===== config.mk =====
export PLATFORM = sky130hd
export DESIGN_NAME = fan_power_core
export DESIGN_NICKNAME = d
export VERILOG_FILES = /design/src/rtl/fan_pkg.sv /design/src/rtl/fan_power_core_period_tick.sv /design/src/rtl/fan_power_core.sv
export SDC_FILE = /design/constraint.sdc
export NUM_CORES = 1
export LEC_CHECK = 0
export ABC_AREA = 1
export CORE_MARGIN = 2
export CORE_UTILIZATION = 60
export DETAILED_ROUTE_END_ITERATION = 7
export GPL_ROUTABILITY_DRIVEN = 1
export PLACE_DENSITY = 0.8
export SYNTH_ARGS = -nofsm -noshare
export SYNTH_HDL_FRONTEND = slang
export SYNTH_SLANG_ARGS = --single-unit

===== constraint.sdc =====
create_clock -name clk -period 3.5 [get_ports clk]
set_input_delay 0.35 -clock clk [delete_from_list [all_inputs] [get_ports clk]]
set_output_delay 0.35 -clock clk [all_outputs]
set_load 0.005 [all_outputs]

===== src/rtl/fan_pkg.sv =====
// Shared types and helpers for the fan gear / battery core.
// Holds the LED mode encoding and gear/drain sizing functions.
package fan_pkg;

    typedef enum logic [1:0] {
        LED_OFF,
        LED_ON,
        LED_BLINK_SLOW,
        LED_BLINK_FAST
    } led_mode_e;

    function automatic int gear_w(input int n);
        return $clog2(n + 1);
    endfunction

    // Gear 0 never drains; returning the base keeps the period non-zero.
    function automatic int unsigned drain_period(input int unsigned base, input int unsigned g);
        return (g == 0) ? base : (base >> (g - 1));
    endfunction

endpackage


===== src/rtl/fan_power_core_period_tick.sv =====
// Free-running counter with a runtime period and synchronous clear.
// Emits a one-cycle wrap pulse in the cycle the count reaches period-1.
module period_tick #(
    parameter int W = 8
) (
    input  logic         clk,
    input  logic         rst_n,
    input  logic         en,
    input  logic         clr,
    input  logic [W-1:0] period,
    output logic         wrap
);

    logic [W-1:0] count_q;
    logic [W-1:0] count_d;

    // '>=' guards against a period shrinking below the current count.
    always_comb begin
        wrap    = en && (count_q >= (period - W'(1)));
        count_d = count_q;
        if (clr) begin
            count_d = '0;
        end else if (en) begin
            count_d = wrap ? '0 : (count_q + W'(1));
        end
    end

    always_ff @(posedge clk or negedge rst_n) begin
        if (!rst_n) begin
            count_q <= '0;
        end else begin
            count_q <= count_d;
        end
    end

endmodule


===== src/rtl/fan_power_core.sv =====
// N-gear fan controller with battery charge/drain model, long-press power-off,
// low-battery gear limiting and a status LED mode encoder.
module fan_power_core
    import fan_pkg::*;
#(
    parameter int CLK_HZ           = 100,
    parameter int NUM_GEARS        = 3,
    parameter int BATT_W           = 8,
    parameter int BATT_MAX         = 99,
    parameter int LOW_THRESH       = 20,
    parameter int LONG_PRESS_TICKS = 200,
    parameter int CHG_PERIOD       = 50,
    parameter int DRAIN_BASE       = 200
) (
    input  logic                               clk,
    input  logic                               rst_n,
    input  logic                               btn,
    input  logic                               charge_en,
    output logic [$clog2(NUM_GEARS+1)-1:0]     gear,
    output logic [BATT_W-1:0]                  battery,
    output logic                               battery_empty,
    output logic                               battery_low,
    output logic                               battery_full,
    output logic                               led
);

    localparam int GW    = gear_w(NUM_GEARS);
    localparam int HW    = $clog2(LONG_PRESS_TICKS + 1);
    localparam int CNT_W = $clog2(DRAIN_BASE + CHG_PERIOD + CLK_HZ + 1);

    logic              btn_prev_q, long_done_q, chg_prev_q;
    logic              long_done_d;
    logic [HW-1:0]     hold_cnt_q, hold_cnt_d;
    logic [GW-1:0]     gear_q, gear_d, gmax;
    logic [BATT_W-1:0] battery_q, battery_d;
    logic              empty_q, low_q, full_q;
    logic              empty_d, low_d, full_d;
    logic              led_q, led_d;
    led_mode_e         led_mode_q, led_mode_d;

    logic              charge_edge, release_evt, short_press, long_hit;
    logic              chg_wrap, drn_wrap, blink_wrap;
    logic              drn_en, drn_clr, blink_en, blink_clr;
    logic [CNT_W-1:0]  drn_period, blink_period;

    assign charge_edge = charge_en ^ chg_prev_q;
    assign release_evt = btn_prev_q && !btn;
    assign short_press = release_evt && !long_done_q;
    assign long_hit    = btn && (hold_cnt_q == HW'(LONG_PRESS_TICKS - 1));
    assign gmax        = (low_q && !charge_en) ? GW'(1) : GW'(NUM_GEARS);

    always_comb begin
        hold_cnt_d = '0;
        if (btn) begin
            hold_cnt_d = (hold_cnt_q == HW'(LONG_PRESS_TICKS)) ? hold_cnt_q : hold_cnt_q + HW'(1);
        end
        long_done_d = long_done_q;
        if (long_hit) begin
            long_done_d = 1'b1;
        end else if (release_evt) begin
            long_done_d = 1'b0;
        end
    end

    // Battery model: charging has priority; the wrap pulses do not depend on gear_d.
    always_comb begin
        battery_d = battery_q;
        if (chg_wrap && (battery_q != BATT_W'(BATT_MAX))) begin
            battery_d = battery_q + BATT_W'(1);
        end else if (drn_wrap && (battery_q != '0)) begin
            battery_d = battery_q - BATT_W'(1);
        end
        empty_d = (battery_d == '0);
        low_d   = (battery_d <= BATT_W'(LOW_THRESH));
        full_d  = (battery_d == BATT_W'(BATT_MAX));
    end

    // Using empty_d lets a press that coincides with the last drain step be dropped.
    always_comb begin
        gear_d = gear_q;
        if (empty_d && !charge_en) begin
            gear_d = '0;
        end else if (gear_q > gmax) begin
            gear_d = gmax;
        end else if (long_hit) begin
            gear_d = '0;
        end else if (short_press) begin
            gear_d = (gear_q == gmax) ? '0 : gear_q + GW'(1);
        end
    end

    assign drn_en     = !charge_en && (gear_q != '0);
    assign drn_clr    = (gear_d != gear_q) || charge_edge || (gear_q == '0);
    assign drn_period = CNT_W'(drain_period(DRAIN_BASE, 32'(gear_q)));

    // The charge counter idles at 0 while unplugged, so the first step lands CHG_PERIOD cycles after plug-in.
    period_tick #(.W(CNT_W)) u_chg_tick (
        .clk    (clk),
        .rst_n  (rst_n),
        .en     (charge_en),
        .clr    (!charge_en),
        .period (CNT_W'(CHG_PERIOD)),
        .wrap   (chg_wrap)
    );

    period_tick #(.W(CNT_W)) u_drn_tick (
        .clk    (clk),
        .rst_n  (rst_n),
        .en     (drn_en),
        .clr    (drn_clr),
        .period (drn_period),
        .wrap   (drn_wrap)
    );

    always_comb begin
        led_mode_d = LED_OFF;
        if (charge_en && !full_q) begin
            led_mode_d = LED_BLINK_SLOW;
        end else if (charge_en) begin
            led_mode_d = LED_ON;
        end else if ((gear_q != '0) && low_q) begin
            led_mode_d = LED_BLINK_FAST;
        end else if (gear_q != '0) begin
            led_mode_d = LED_ON;
        end
    end

    assign blink_en     = (led_mode_q == LED_BLINK_SLOW) || (led_mode_q == LED_BLINK_FAST);
    assign blink_clr    = (led_mode_d != led_mode_q);
    assign blink_period = (led_mode_q == LED_BLINK_SLOW) ? CNT_W'(CLK_HZ / 2) : CNT_W'(CLK_HZ / 4);

    period_tick #(.W(CNT_W)) u_blink_tick (
        .clk    (clk),
        .rst_n  (rst_n),
        .en     (blink_en),
        .clr    (blink_clr),
        .period (blink_period),
        .wrap   (blink_wrap)
    );

    always_comb begin
        led_d = led_q;
        if (led_mode_d != led_mode_q) begin
            led_d = (led_mode_d != LED_OFF);
        end else if (blink_wrap) begin
            led_d = ~led_q;
        end
    end

    always_ff @(posedge clk or negedge rst_n) begin
        if (!rst_n) begin
            btn_prev_q  <= 1'b0;
            long_done_q <= 1'b0;
            chg_prev_q  <= 1'b0;
            hold_cnt_q  <= '0;
            gear_q      <= '0;
            battery_q   <= BATT_W'(BATT_MAX);
            empty_q     <= 1'b0;
            low_q       <= 1'b0;
            full_q      <= 1'b1;
            led_q       <= 1'b0;
            led_mode_q  <= LED_OFF;
        end else begin
            btn_prev_q  <= btn;
            long_done_q <= long_done_d;
            chg_prev_q  <= charge_en;
            hold_cnt_q  <= hold_cnt_d;
            gear_q      <= gear_d;
            battery_q   <= battery_d;
            empty_q     <= empty_d;
            low_q       <= low_d;
            full_q      <= full_d;
            led_q       <= led_d;
            led_mode_q  <= led_mode_d;
        end
    end

    assign gear          = gear_q;
    assign battery       = battery_q;
    assign battery_empty = empty_q;
    assign battery_low   = low_q;
    assign battery_full  = full_q;
    assign led           = led_q;

endmodule


==> results.yml <==
worst_setup_path:
  r2r-start: "gear[1]"
  cp.arrival_ps: 3370
  r2r-end: "u_drn_tick.count_q[5]"
  cp-start-kind: "flip-flop"
  r2r_slack_ps: 340
  path_max_fanout: 10
  cp-end-kind: "flip-flop"
  crit_type: "reg2reg"
  required_ps: 3710
  ff2ff_path_depth: 21
job:
  cap_violations: 0
pwr:
  ir_worst_vdd_mv: 0.396
  power_w: 0.00218
  power_density_nw_per_um2: 561
  leakagePower_nw: 1.86
synthesis:
  synthTopCellsByCount: "nand2_1 (82), inv_1 (56), dfrtp_1 (49), nor2_1 (40)"
  synth_cell_types: 37
  synth_most_common_cell: "nand2_1"
  synth_edf_count: 0
  synth.area.top_cells: "dfrtp_1 (35%), ha_1 (10%), nand2_1 (8.7%)"
  synth.largest_area_cell: "dfrtp_1"
  synth_top_area_frac: 0.348
  synthFlopType: "dfrtp_1"
  synth.avg_cell_area_um2: 8.13
  yosys_warnings: 0
  synthesis.area_um2: 3520
  synth_seq_cells: 54
  ys_seq_area_frac: 0.386
  postSynth.asyncResetShare: 1.00
  synth_cells: 433
finish:
  final_area_um2: 3890
  syn_to_final_growth_pct: 10.4
  antennaDiodeCount: 0
  drive_gt1_frac: 0.154
  nFillCells: 450
  fin_nets: 493
place:
  io_buffers: 17
  dp_hpwl_um: 5370
  gp_congestion: 0.942
  post-place-ws_ps: 247
  placed_cell_area_um2: 3780
routing:
  drt_first_pass_iters: 4
  vias_per_cell: 5.45
  ant_nets: 0
  drt_wl_total_um: 6910
  wl_per_cell_um: 13.0
  drc: 0
  drt_iter0_markers: 137
  vias: 2904
outcome:
  status: "finished clean"
global_route:
  gr-total-overflow: 0
  grt_pass1_vias: 2799
  track_usage: 0.242
  grt_max_degree: 39
  grt_first_pass_wirelength_um: 12300
  antenna_found_initial: 0
cts:
  clkTransAtPathRegs_ps: 100
  numCtsBuffers: 5
  clkSinkCount: 54
  htreeDepth: 2
  cts-root-buf: "clkbuf_8"
  clk_latency_ps: 310
  cts_buffer_depth: 2
  cts_tree: "done"
sta:
  finalSetupViolCount: 0
  slew_viol_final: 0
  hold_viol: 0
  tns_ps: 0
  clock.fmax_ghz: 0.316
  skew_ps: 9.03
  layout_min_cycle_time_ps: 3160
  relSlewSlack: 0.448
  post-route-period-util: 0.903
  worstMarginPinSlew_ps: 828
  setup_ws_ps: 340
  rsz0062_at_grt: "false"
floorplanning:
  core_area_um2: 5570
  start_util: 0.632
  die_h_um: 80.6
  die_w_um: 80.6
  ios: 18
  dieArea_um2: 6500
  row_count: 27
min_path:
  hold_path_class: "in2async"
## stage by stage
stage / instances / hold WS (ps) / utilization
2_1_floorplan: 435 / 54.4 / -
3_3_place_gp: 525 / 464 / 0.679
3_5_place_dp: 525 / 484 / 0.679
4_1_cts: 533 / 150 / 0.696
5_1_grt: 533 / 193 / 0.698
6_report: 533 / 126 / 0.698
## placed cells by master, fill, tap and decap left out, types with 12 or more instances in the layout
cell             instances
dfrtp_1                 49
nand4_1                 14
nand3_1                 28
ha_1                    29
nor3_1                  12
a21oi_1                 22
clkdlybuf4s50_1         16
nor2_1                  40
inv_1                   54
o21ai_0                 13
nand2_1                 81
## registers in the layout (all words and copies together), names as in the netlist
name                  cells
chg_prev_q                1
battery_low               1
btn_prev_q                1
battery_full              1
battery                   8
u_drn_tick.count_q        9
u_blink_tick.count_q      9
u_chg_tick.count_q        9
hold_cnt_q                8
led                       1
battery_empty             1
gear                      2
led_mode_q                2
long_done_q               1
## per-layer routing
layer,GRT usage,wire (µm),up-vias
met1,0.323,3190,1365
met5,0,0,-
met2,0.398,3310,56
met4,0.0814,114,0
met3,0.0404,289,11
li1,-,-,1472
## how the worst max path moves through the flow
stage | startpoint | to | cells past startpoint
6_report | gear[1] | u_drn_tick.count_q[5] | 21
2_1_floorplan | gear[1] | u_drn_tick.count_q[1] | 23
5_1_grt | gear[1] | u_drn_tick.count_q[6] | 23
3_5_place_dp | gear[1] | u_drn_tick.count_q[8] | 22
4_1_cts | gear[1] | u_drn_tick.count_q[6] | 22
3_3_place_gp | gear[1] | u_drn_tick.count_q[1] | 22
## power breakdown
part / leakage, nW / switching, W / internal, W
registers: 0.697 / 0.0000955 / 0.000707
logic: 1.11 / 0.000628 / 0.000380
clock network: 0.0478 / 0.000208 / 0.000163
total: 1.86 / 0.000931 / 0.00125
## timing repair
item / CTS / global route
gates resized for setup: 0 / 4
hold buffers: 0 / 0
setup endpoints to repair: 0 / 9
setup buffers: 0 / 0
## cell type report
cell class,instances,area [µm²],share of cell area
clock buffers,6,82.6,0.0212
clock inverters,2,16.3,0.00418
inverters,65,245,0.0631
multi-input cells,312,1890,0.487
flip-flops and latches,54,1360,0.349
well taps,72,90.1,0.0232
repair buffers,22,203,0.0521
## cell families (layout without fill, tap and decap cells)
| group | count (synthesis) | after routing | synth area share |
|---|---|---|---|
| AO/OA/AOI/OAI | 40 | 40 | 0.0597 |
| XOR/XNOR | 9 | 9 | 0.0224 |
| adder cells (fa/ha/maj) | 29 | 29 | 0.103 |
| buffers and inverters | 69 | 95 | 0.0807 |
| flip-flops | 54 | 54 | 0.386 |
| multiplexers | 1 | 1 | 0.00320 |
| other | 1 | 3 | 0.00107 |
| AND/OR/NAND/NOR | 230 | 230 | 0.344 |
## worst max-delay path: stages (launching register included)
cell	delay [ps]
dfrtp_1	410
buf_4	190
ha_1	230
nor2_1	110
nand2_1	70
xnor2_1	120
ha_1	270
nand2_1	60
nor2_1	130
nand3_2	100
nand3_4	150
nand3_1	140
nand2_1	100
nand2_1	50
nand2_1	160
nand3_2	120
nor2_2	100
nand3_2	130
nand2_1	100
nand2_1	90
nand2_4	150
nor3_2	60
(Power assumes the default switching activity.)
